File: src/rtl/uart_tx_pkg.sv
`default_nettype none
// ============================================================================
// Module      : uart_tx_pkg
// Description : Shared definitions for the UART transmit stage: frame-length
//               encodings, TX FSM state type, status word and small helpers.
// Revision    : 1.0 - initial release
// ============================================================================
package uart_tx_pkg;

  localparam int         c_word_w      = 9;

  // One-hot data-length encodings as written by the CSR block
  localparam logic [4:0] c_frame_len_5 = 5'b00001;
  localparam logic [4:0] c_frame_len_6 = 5'b00010;
  localparam logic [4:0] c_frame_len_7 = 5'b00100;
  localparam logic [4:0] c_frame_len_8 = 5'b01000;
  localparam logic [4:0] c_frame_len_9 = 5'b10000;

  typedef enum logic [2:0] {
    TX_IDLE   = 3'd0,
    TX_START  = 3'd1,
    TX_DATA   = 3'd2,
    TX_PARITY = 3'd3,
    TX_STOP   = 3'd4
  } TXState_t;

  // Status bits as packed by the CSR block into TXStatus
  typedef struct packed {
    logic overflow;
    logic full;
    logic empty;
    logic busy;
  } TXStatus_t;

  // Number of data bits for a frame-length code; anything not one-hot means 5
  function automatic logic [3:0] frame_bits(input logic [4:0] frame_len);
    case (frame_len)
      c_frame_len_6: frame_bits = 4'd6;
      c_frame_len_7: frame_bits = 4'd7;
      c_frame_len_8: frame_bits = 4'd8;
      c_frame_len_9: frame_bits = 4'd9;
      default:       frame_bits = 4'd5;
    endcase
  endfunction

  // Mask selecting the low nbits bits of a word
  function automatic logic [c_word_w-1:0] data_mask(input logic [3:0] nbits);
    for (int i = 0; i < c_word_w; i++) begin
      data_mask[i] = (i < int'(nbits));
    end
  endfunction

endpackage
`default_nettype wire

File: src/rtl/uart_tx_if.sv
`default_nettype none
// ============================================================================
// Module      : uart_tx_if
// Description : Word push handshake between the CSR TXDATA strobe and the
//               UART transmit stage.
// Revision    : 1.0 - initial release
// ============================================================================
interface uart_tx_if;
  import uart_tx_pkg::*;

  logic [c_word_w-1:0] d;
  logic                d_valid;
  logic                d_ready;

  modport master (output d, output d_valid, input  d_ready);
  modport slave  (input  d, input  d_valid, output d_ready);

endinterface
`default_nettype wire

File: src/rtl/uart_tx_fifo.sv
`default_nettype none
// ============================================================================
// Module      : uart_tx_fifo
// Description : DEPTH x WIDTH synchronous FIFO with wrap-bit pointers and
//               combinational head read.
// Revision    : 1.0 - initial release
// ============================================================================
module uart_tx_fifo #(
  parameter int DEPTH = 8,
  parameter int WIDTH = 9
) (
  input  wire logic                     clk,
  input  wire logic                     rst_n,
  input  wire logic                     push_i,
  input  wire logic [WIDTH-1:0]         wdata_i,
  input  wire logic                     pop_i,
  output logic      [WIDTH-1:0]         rdata_o,
  output logic                          empty_o,
  output logic                          full_o,
  output logic      [$clog2(DEPTH):0]   level_o
);

  localparam int c_aw = $clog2(DEPTH);

  logic [WIDTH-1:0] r_mem [DEPTH];
  logic [c_aw:0]    r_wr_ptr;
  logic [c_aw:0]    r_rd_ptr;
  logic             w_do_push;
  logic             w_do_pop;

  assign w_do_push = push_i & ~full_o;
  assign w_do_pop  = pop_i & ~empty_o;

  // Pointers advance on accepted push/pop; reset discards all contents
  always_ff @(posedge clk or negedge rst_n) begin
    if (!rst_n) begin
      r_wr_ptr <= '0;
      r_rd_ptr <= '0;
    end else begin
      if (w_do_push) r_wr_ptr <= r_wr_ptr + 1'b1;
      if (w_do_pop)  r_rd_ptr <= r_rd_ptr + 1'b1;
    end
  end

  // Storage array, written at the tail
  always_ff @(posedge clk) begin
    if (w_do_push) r_mem[r_wr_ptr[c_aw-1:0]] <= wdata_i;
  end

  assign rdata_o = r_mem[r_rd_ptr[c_aw-1:0]];
  assign empty_o = (r_wr_ptr == r_rd_ptr);
  assign full_o  = (r_wr_ptr[c_aw] != r_rd_ptr[c_aw]) &&
                   (r_wr_ptr[c_aw-1:0] == r_rd_ptr[c_aw-1:0]);
  assign level_o = r_wr_ptr - r_rd_ptr;

endmodule
`default_nettype wire

File: src/rtl/uart_tx.sv
`default_nettype none
// ============================================================================
// Module      : uart_tx
// Description : UART transmit stage. Buffers words in a FIFO and serialises
//               them as start / data (LSB first) / optional parity / 1-2 stop.
// Revision    : 1.0 - initial release
// ============================================================================
module uart_tx
  import uart_tx_pkg::*;
#(
  parameter int FIFO_DEPTH = 8,
  parameter int DIV_W      = 32
) (
  input  wire logic                          clk,
  input  wire logic                          rst_n,
  input  wire logic                          enable_i,
  input  wire logic [DIV_W-1:0]              divider_i,
  input  wire logic [4:0]                    frame_len_i,
  input  wire logic                          parity_en_i,
  input  wire logic                          parity_odd_i,
  input  wire logic                          stop2_i,
  uart_tx_if.slave                           d_if,
  output logic                               tx_o,
  output logic                               busy_o,
  output logic                               fifo_empty_o,
  output logic                               fifo_full_o,
  output logic [$clog2(FIFO_DEPTH):0]        fifo_level_o,
  output logic                               overflow_o,
  input  wire logic                          overflow_clr_i,
  output logic                               done_o
);

  logic                w_full;
  logic                w_empty;
  logic                w_push;
  logic                w_pop;
  logic [c_word_w-1:0] w_head;

  // Registered frame state
  TXState_t            r_state;
  logic [DIV_W-1:0]    r_cnt;
  logic [DIV_W-1:0]    r_period_m1;
  logic [c_word_w-1:0] r_shift;
  logic [3:0]          r_bit_idx;
  logic [3:0]          r_nbits;
  logic                r_par_en;
  logic                r_par_bit;
  logic                r_stop2;
  logic                r_stop_idx;
  logic                r_tx;
  logic                r_overflow;

  // Next-state values
  TXState_t            w_state_nxt;
  logic [DIV_W-1:0]    w_cnt_nxt;
  logic [DIV_W-1:0]    w_period_nxt;
  logic [c_word_w-1:0] w_shift_nxt;
  logic [3:0]          w_bit_idx_nxt;
  logic [3:0]          w_nbits_nxt;
  logic                w_par_en_nxt;
  logic                w_par_bit_nxt;
  logic                w_stop2_nxt;
  logic                w_stop_idx_nxt;
  logic                w_tx_nxt;
  logic                w_load;
  logic                w_done;

  // Frame parameters sampled from the live configuration at pop time
  logic [DIV_W-1:0]    w_period_m1;
  logic [3:0]          w_nbits;
  logic                w_parity;
  logic                w_bit_end;
  logic                w_can_start;

  uart_tx_fifo #(
    .DEPTH (FIFO_DEPTH),
    .WIDTH (c_word_w)
  ) u_fifo (
    .clk     (clk),
    .rst_n   (rst_n),
    .push_i  (w_push),
    .wdata_i (d_if.d),
    .pop_i   (w_pop),
    .rdata_o (w_head),
    .empty_o (w_empty),
    .full_o  (w_full),
    .level_o (fifo_level_o)
  );

  assign w_push      = d_if.d_valid & ~w_full;
  assign d_if.d_ready = ~w_full;

  assign w_period_m1 = (divider_i == '0) ? '0 : divider_i - DIV_W'(1);
  assign w_nbits     = frame_bits(frame_len_i);
  assign w_parity    = (^(w_head & data_mask(w_nbits))) ^ parity_odd_i;
  assign w_bit_end   = (r_cnt == '0);
  assign w_can_start = enable_i & ~w_empty;

  // FSM next-state, bit timing and serial line value
  always_comb begin
    w_state_nxt    = r_state;
    w_cnt_nxt      = r_cnt;
    w_period_nxt   = r_period_m1;
    w_shift_nxt    = r_shift;
    w_bit_idx_nxt  = r_bit_idx;
    w_nbits_nxt    = r_nbits;
    w_par_en_nxt   = r_par_en;
    w_par_bit_nxt  = r_par_bit;
    w_stop2_nxt    = r_stop2;
    w_stop_idx_nxt = r_stop_idx;
    w_tx_nxt       = r_tx;
    w_load         = 1'b0;
    w_done         = 1'b0;
    w_pop          = 1'b0;

    if (r_state != TX_IDLE && !w_bit_end) begin
      w_cnt_nxt = r_cnt - DIV_W'(1);
    end

    case (r_state)
      TX_IDLE: begin
        w_tx_nxt = 1'b1;
        if (w_can_start) w_load = 1'b1;
      end
      TX_START: begin
        if (w_bit_end) begin
          w_state_nxt   = TX_DATA;
          w_tx_nxt      = r_shift[0];
          w_cnt_nxt     = r_period_m1;
          w_bit_idx_nxt = 4'd0;
        end
      end
      TX_DATA: begin
        if (w_bit_end) begin
          w_cnt_nxt = r_period_m1;
          if (r_bit_idx == (r_nbits - 4'd1)) begin
            if (r_par_en) begin
              w_state_nxt = TX_PARITY;
              w_tx_nxt    = r_par_bit;
            end else begin
              w_state_nxt    = TX_STOP;
              w_tx_nxt       = 1'b1;
              w_stop_idx_nxt = 1'b0;
            end
          end else begin
            w_bit_idx_nxt = r_bit_idx + 4'd1;
            w_shift_nxt   = r_shift >> 1;
            w_tx_nxt      = r_shift[1];
          end
        end
      end
      TX_PARITY: begin
        if (w_bit_end) begin
          w_state_nxt    = TX_STOP;
          w_tx_nxt       = 1'b1;
          w_cnt_nxt      = r_period_m1;
          w_stop_idx_nxt = 1'b0;
        end
      end
      TX_STOP: begin
        if (w_bit_end) begin
          if (r_stop2 && !r_stop_idx) begin
            w_stop_idx_nxt = 1'b1;
            w_cnt_nxt      = r_period_m1;
          end else begin
            w_done = 1'b1;
            if (w_can_start) begin
              w_load = 1'b1;
            end else begin
              w_state_nxt = TX_IDLE;
              w_tx_nxt    = 1'b1;
            end
          end
        end
      end
      default: begin
        w_state_nxt = TX_IDLE;
        w_tx_nxt    = 1'b1;
      end
    endcase

    // Pop the head word and freeze its configuration for the whole frame
    if (w_load) begin
      w_pop         = 1'b1;
      w_state_nxt   = TX_START;
      w_tx_nxt      = 1'b0;
      w_cnt_nxt     = w_period_m1;
      w_period_nxt  = w_period_m1;
      w_shift_nxt   = w_head;
      w_nbits_nxt   = w_nbits;
      w_par_en_nxt  = parity_en_i;
      w_par_bit_nxt = w_parity;
      w_stop2_nxt   = stop2_i;
    end
  end

  // State and datapath registers; reset parks the line high
  always_ff @(posedge clk or negedge rst_n) begin
    if (!rst_n) begin
      r_state     <= TX_IDLE;
      r_cnt       <= '0;
      r_period_m1 <= '0;
      r_shift     <= '0;
      r_bit_idx   <= '0;
      r_nbits     <= 4'd5;
      r_par_en    <= 1'b0;
      r_par_bit   <= 1'b0;
      r_stop2     <= 1'b0;
      r_stop_idx  <= 1'b0;
      r_tx        <= 1'b1;
    end else begin
      r_state     <= w_state_nxt;
      r_cnt       <= w_cnt_nxt;
      r_period_m1 <= w_period_nxt;
      r_shift     <= w_shift_nxt;
      r_bit_idx   <= w_bit_idx_nxt;
      r_nbits     <= w_nbits_nxt;
      r_par_en    <= w_par_en_nxt;
      r_par_bit   <= w_par_bit_nxt;
      r_stop2     <= w_stop2_nxt;
      r_stop_idx  <= w_stop_idx_nxt;
      r_tx        <= w_tx_nxt;
    end
  end

  // Sticky overflow; a clear wins over a same-cycle set
  always_ff @(posedge clk or negedge rst_n) begin
    if (!rst_n) begin
      r_overflow <= 1'b0;
    end else if (overflow_clr_i) begin
      r_overflow <= 1'b0;
    end else if (d_if.d_valid && w_full) begin
      r_overflow <= 1'b1;
    end
  end

  assign tx_o         = r_tx;
  assign busy_o       = (r_state != TX_IDLE);
  assign fifo_empty_o = w_empty;
  assign fifo_full_o  = w_full;
  assign overflow_o   = r_overflow;
  assign done_o       = w_done;

endmodule
`default_nettype wire
File: src/flat_wrapper.sv
// flat-port wrapper written by rule: the top's interface ports become plain ports
module uart_tx_flat import uart_tx_pkg::*;
#(
  parameter int FIFO_DEPTH = 8,
  parameter int DIV_W      = 32
)
  (clk, rst_n, enable_i, divider_i, frame_len_i, parity_en_i, parity_odd_i, stop2_i, tx_o, busy_o, fifo_empty_o, fifo_full_o, fifo_level_o, overflow_o, overflow_clr_i, done_o, d_if_d, d_if_d_valid, d_if_d_ready);
  uart_tx_if d_if_i ();
  input  wire logic clk;
  input  wire logic rst_n;
  input  wire logic enable_i;
  input  wire logic [DIV_W-1:0] divider_i;
  input  wire logic [4:0] frame_len_i;
  input  wire logic parity_en_i;
  input  wire logic parity_odd_i;
  input  wire logic stop2_i;
  output logic tx_o;
  output logic busy_o;
  output logic fifo_empty_o;
  output logic fifo_full_o;
  output logic [$clog2(FIFO_DEPTH):0] fifo_level_o;
  output logic overflow_o;
  input  wire logic overflow_clr_i;
  output logic done_o;
  input wire logic [$bits(d_if_i.d)-1:0] d_if_d;
  input wire logic [$bits(d_if_i.d_valid)-1:0] d_if_d_valid;
  output wire logic [$bits(d_if_i.d_ready)-1:0] d_if_d_ready;
  assign d_if_i.d = d_if_d;
  assign d_if_i.d_valid = d_if_d_valid;
  assign d_if_d_ready = d_if_i.d_ready;
  uart_tx #(.FIFO_DEPTH(FIFO_DEPTH), .DIV_W(DIV_W)) u_core (.clk(clk), .rst_n(rst_n), .enable_i(enable_i), .divider_i(divider_i), .frame_len_i(frame_len_i), .parity_en_i(parity_en_i), .parity_odd_i(parity_odd_i), .stop2_i(stop2_i), .d_if(d_if_i), .tx_o(tx_o), .busy_o(busy_o), .fifo_empty_o(fifo_empty_o), .fifo_full_o(fifo_full_o), .fifo_level_o(fifo_level_o), .overflow_o(overflow_o), .overflow_clr_i(overflow_clr_i), .done_o(done_o));
endmodule
File: config.mk
export PLATFORM = sky130hd
export DESIGN_NAME = uart_tx_flat
export DESIGN_NICKNAME = d
export VERILOG_FILES = /design/src/rtl/uart_tx_pkg.sv /design/src/rtl/uart_tx_if.sv /design/src/rtl/uart_tx_fifo.sv /design/src/rtl/uart_tx.sv /design/src/flat_wrapper.sv
export SDC_FILE = /design/constraint.sdc
export NUM_CORES = 1
export LEC_CHECK = 0
export CAP_MARGIN = 20
export CORE_UTILIZATION = 23
export DETAILED_ROUTE_END_ITERATION = 10
export GPL_TIMING_DRIVEN = 0
export SKIP_CTS_REPAIR_TIMING = 1
export SYNTH_ARGS = -nofsm -noshare
export SYNTH_HDL_FRONTEND = slang
export SYNTH_HIERARCHICAL = 1
export SYNTH_SLANG_ARGS = --single-unit
export TNS_END_PERCENT = 50
File: constraint.sdc
create_clock -name clk -period 4.1 [get_ports clk]
set_clock_uncertainty 0.05 [all_clocks]
set_input_delay 0.82 -clock clk [delete_from_list [all_inputs] [get_ports clk]]
set_output_delay 0.82 -clock clk [all_outputs]
set_load 0.1 [all_outputs]
Word level (Yosys, flattened, before mapping)
Memories as Yosys holds them, arrays and structs flattened. Index checks and enable logic that the tools add are counted.

Memory bits (writable): 72. Word-level logic and storage cells: 145. Input bits: 54. Memories: 1. Register bits: 98. Output and inout port bits: 11.

Equality and inequality tests: 29. Reductions and logical operators: 22. Mux-type cells: 55. Order comparisons: 9. Bitwise gates (word level): 8. $add $sub $neg: 7.

Memory list: u_core.u_fifo.r_mem (words 8, bits a word 9, read ports 1, clocked after Yosys merged registers in 0, write ports 1, RTL line uart_tx_fifo.sv:25) `logic [WIDTH-1:0] r_mem [DEPTH];`.

Operators by type and width (number): 2-to-1 mux 32 bit (6); zero test 32 bit (2); case mux 32 bit (2 select lines) (1); subtractor 32 x 1 -> 32 bit (second input constant) (2); 2-to-1 mux 9 bit (4); 2-to-1 mux 3 bit (9); 2-to-1 mux 1 bit (26); less-than comparator 3 x 4 -> 1 bit (first input constant) (4); != test 2 x 1 -> 1 bit (second input constant) (8); case mux 4 bit (4 select lines) (1); != test 3 x 1 -> 1 bit (second input constant) (5); case mux 3 bit (5 select lines) (1); adder 4 x 1 -> 4 bit (second input constant) (3); 2-to-1 mux 4 bit (3); AND 9 bit (1); XOR reduction 9 bit (1); == test 4 bit (2); less-than comparator 1 x 4 -> 1 bit (first input constant) (2); less-than comparator 2 x 4 -> 1 bit (first input constant) (2); case mux 4 bit (2 select lines) (1); AND reduction 8 bit (1); nonzero test 2 bit (4); AND reduction 7 bit (1); == test 3 x 2 -> 1 bit (second input constant) (2); 27 further kinds (38).

Logic depth before layout (Yosys ltp)
Depth in word-level cells: 9. Mapped depth: 14. Depth with buffers taken out: 11.

Hierarchy
Netlist, hierarchy kept.

By module, submodules not included: uart_tx (sequential area each 2255.9 um^2, area each 5601.6 um^2, cells an instance 614, times used 1); uart_tx_fifo (sequential area each 2362.3 um^2, area each 3271.9 um^2, cells an instance 181, times used 1).

Worst setup path after synthesis
No wires, ideal clock.

Path kind: register to output. From: register u_core.u_fifo.r_rd_ptr[1]. To: output d_if_d_ready. Required time: 3230 ps. Arrival time: 3495 ps. Setup slack: -265 ps. Path buffers: 1. Cell stages (with the launch flop): 7. Cell sequence: dfrtp_1 -> buf_2 -> inv_1 -> ha_1 -> nand3_1 -> nor2_1 -> inv_1.

Cells in the longest elaborated chain, start to end: 3.

RTL lines: start, declared (RTL line uart_tx_fifo.sv:27) `logic [c_aw:0] r_rd_ptr;`; start signal, assigned (RTL line uart_tx_fifo.sv:41) `if (w_do_pop) r_rd_ptr <= r_rd_ptr + 1'b1;`; == test 3 bit (RTL line uart_tx_fifo.sv:53) `(r_wr_ptr[c_aw-1:0] == r_rd_ptr[c_aw-1:0]);`; logical AND 1 bit (RTL line uart_tx_fifo.sv:52) `assign full_o = (r_wr_ptr[c_aw] != r_rd_ptr[c_aw]) &&`; net fifo_full_o (RTL line flat_wrapper.sv:20) `output logic fifo_full_o;`; NOT 1 bit (RTL line uart_tx.sv:91) `assign d_if.d_ready = ~w_full;`; end, declared (RTL line flat_wrapper.sv:27) `output wire logic [$bits(d_if_i.d_ready)-1:0] d_if_d_ready;`.

The timed path passes the listed nets, and every way through them passes these cells.

Worst setup path in the final report
From: register u_core.r_cnt[24]. To: output done_o.

Cells in the longest elaborated chain, start to end: 3.

RTL lines: start, declared (RTL line uart_tx.sv:41) `logic [DIV_W-1:0] r_cnt;`; start signal, assigned (RTL line uart_tx.sv:213) `r_cnt <= w_cnt_nxt;`; zero test 32 bit (RTL line uart_tx.sv:96) `assign w_bit_end = (r_cnt == '0);`; 2-to-1 mux 1 bit (RTL line uart_tx.sv:161) `if (w_bit_end) begin`; 2-to-1 mux 1 bit (RTL line uart_tx.sv:120) `case (r_state)`; end, declared (RTL line flat_wrapper.sv:24) `output logic done_o;`.

No other way between the ends.

==> results.json <==
{
  "place.port_buffers": 63,
  "gp_congestion": 0.828,
  "core_area_um2": 37800,
  "min_period_ns": 3.97,
  "die_x_um": 198,
  "worstReg2RegEnd": "u_core/u_fifo/r_rd_ptr[1]",
  "n_fill_cell": 3930,
  "htree_num_levels": 4,
  "max_cap_viol_count": 0,
  "synth_area_leaders": "dfrtp_1, edfxtp_1, xnor2_1, mux4_2, nand2_1",
  "start_kind": "flop",
  "synth_edf_count": 72,
  "drive_gt1_frac": 0.137,
  "syn_inst": 795,
  "critPathKind": "flop to primary output",
  "grt_pass1_wl_um": 35900,
  "cts_sinks": 170,
  "drtIter0Drc": 336,
  "num_vias": 6447,
  "syn-num-nets": 859,
  "die_y_um": 198,
  "setup_violations": 0,
  "cellPowerDensity_nw_per_um2": 413,
  "grt_max_degree": 69,
  "routed_via_density": 4.60,
  "utilization": 0.287,
  "routed_wl_um": 22700,
  "fin_tns_setup_ns": 0,
  "reg2reg_from": "u_core/u_fifo/r_rd_ptr[2]",
  "slew_headroom": 0.342,
  "async_flop_share": 0.576,
  "cts_tree": "yes",
  "ys_types": 80,
  "netlist.area_leader.share": 0.268,
  "cts_made_buffers": 17,
  "avgRoutedWirePerCell_um": 16.2,
  "rsz0062_at_grt": "yes",
  "worstPathMaxFanout": 10,
  "antenna_found_initial": 0,
  "grt_pass1_vias": 6390,
  "hp-class": "input pin to asynchronous set/reset pin",
  "start_util": 0.234,
  "syn2layout_area_growth_pct": 22.4,
  "dpl.hpwl_um": 16700,
  "wl_met2_um": 11500,
  "path_clk_slew_ns": 0.08,
  "route.detailed.drc": 0,
  "wl_met1_um": 9990,
  "ys.flop_type": "dfrtp_1",
  "peakVddDrop_uv": 285,
  "worstPathArrival_ns": 3.10,
  "grt_usage": 0.119,
  "fin_ws_ns": 0.127,
  "end_kind": "primary output",
  "clockBufferDepth": 2,
  "timing.fmax_ghz": 0.252,
  "dp_slack_ns": -0.0220,
  "total_power_uw": 4480,
  "ys_ff_latch": 170,
  "worst_pin_slew_ns": 0.985,
  "cts_root_buf": "clkbuf_16",
  "clock_latency_ns": 0.44,
  "rows": 71,
  "synthesis.area_um2": 8870,
  "postSynthAreaPerCell_um2": 11.2,
  "layout.nets": 943,
  "rrSetupSlack_ns": 0.36,
  "p_leak_uw": 0.00390,
  "status": "finished clean",
  "synth_commonest_cells": "nand2_1, dfrtp_1, edfxtp_1, xnor2_1, nor2_1",
  "dieArea_um2": 39400,
  "yosysSeqAreaShare": 0.520,
  "antenna_cells": 0,
  "ant_nets": 0,
  "topRoutingLayerUsed": "met4",
  "yosysWarnings": 6,
  "slew_violations": 0,
  "io_pins": 65,
  "rr_worst_depth": 13,
  "yosysMostFrequentCell": "nand2_1",
  "route.met3.wl_um": 865,
  "grt-ovfl-total": 0,
  "drt-pass1-iter-count": 5,
  "synth_area_leader_cell": "dfrtp_1",
  "hold_viol": 0,
  "required_ns": 3.23,
  "finalCritPeriodShare": 0.969
}
-- cell families (layout without fill, tap and decap cells) --
group,Yosys count,count (layout),share of synthesized area
muxes,36,36,0.0678
xor gates and xnor gates,80,80,0.0798
and+or+nand+nor,297,297,0.180
DFF,170,170,0.520
buffers and inverters,65,162,0.0337
adders and majority gates,10,10,0.0149
AOI/OAI and AO/OA,137,137,0.103
-- layer usage --
layer,global-route usage,vias up
met4,0.0365,0
met1,0.152,3217
met2,0.205,130
met5,0,-
met3,0.0202,22
li1,-,3078
-- per-stage QoR --
stage | instance area [um2] | cells | hold WS [ns]
global placement | 10100 | 1369 | 0.409
global route | 10900 | 1403 | 0.286
floorplan | 8880 | 795 | 0.391
finish | 10900 | 1403 | 0.259
CTS | 10800 | 1403 | 0.264
detailed placement | 10200 | 1371 | 0.415
-- worst max-delay path, cell delays in order, from the launching register on --
cell	delay, ns
dfrtp_1	0.45
nor4_1	0.41
nand3_1	0.31
clkbuf_1	0.33
nor2_1	0.18
and4_1	0.22
dlymetal6s2s_1	0.76
-- state kept, by name, indices dropped and copies added (netlist names) --
register,count
u_core/tx_o,1
u_core/u_fifo/r_mem,72
u_core/u_fifo/r_rd_ptr,4
u_core/r_cnt,32
u_core/r_nbits,4
u_core/overflow_o,1
u_core/r_state,3
u_core/r_par_en,1
u_core/u_fifo/r_wr_ptr,4
u_core/r_stop2,1
u_core/r_par_bit,1
u_core/r_period_m1,32
u_core/r_stop_idx,1
u_core/r_shift,9
u_core/r_bit_idx,4
-- worst max-delay path by stage --
stage	from	end	slack, ns	cells after the start
floorplan	u_core/u_fifo/r_rd_ptr[1]	u_core/u_fifo/r_rd_ptr[1]	0.11	13
global placement	rst_n	u_core/u_fifo/r_wr_ptr[1]	-1.66	1
CTS	u_core/r_cnt[20]	done_o	-0.28	6
finish	u_core/r_cnt[24]	done_o	0.13	6
global route	u_core/u_fifo/r_rd_ptr[2]	u_core/u_fifo/r_rd_ptr[1]	-0.003	13
detailed placement	divider_i[4]	u_core/r_cnt[12]	-0.02	8
-- cell type report --
| cell class | count | area, um2 | area share |
|---|---|---|---|
| multi-input combinational | 560 | 3990 | 0.367 |
| clock inverter | 15 | 218 | 0.0200 |
| buffer | 40 | 205 | 0.0189 |
| sequential | 170 | 4620 | 0.425 |
| tap | 511 | 639 | 0.0589 |
| clock buffer | 17 | 425 | 0.0392 |
| inverter | 25 | 93.8 | 0.00864 |
| timing repair buffer | 65 | 678 | 0.0624 |
-- where the power goes --
group | switching [uW] | total, uW | internal (uW) | leakage [uW]
combinational | 550 | 802 | 252 | 0.00177
clock | 800 | 1700 | 900 | 0.000312
sequential | 69.2 | 1980 | 1910 | 0.00181
-- placed cells by master, fill, tap and decap left out, types with 8 or more instances in the layout --
cell | Yosys | final
o21ai_0 | 22 | 22
nand2_1 | 103 | 103
clkbuf_1 | 17 | 17
mux2i_1 | 11 | 11
dfrtp_1 | 95 | 95
nor2_1 | 46 | 45
clkdlybuf4s50_1 | 0 | 56
nand2b_1 | 8 | 8
inv_1 | 24 | 24
or3_1 | 8 | 8
a21oi_1 | 26 | 26
mux4_2 | 18 | 18
buf_2 | 17 | 17
xor2_1 | 27 | 27
xnor2_1 | 52 | 52
a21o_1 | 9 | 9
nand3_1 | 15 | 15
nor3_1 | 31 | 27
o21ai_1 | 17 | 17
nor4_1 | 20 | 19
edfxtp_1 | 72 | 72
clkbuf_16 | 0 | 17
ha_1 | 9 | 9
nand4_1 | 9 | 9
o22ai_1 | 16 | 16
Note: power is estimated with default switching activity, not from simulation.
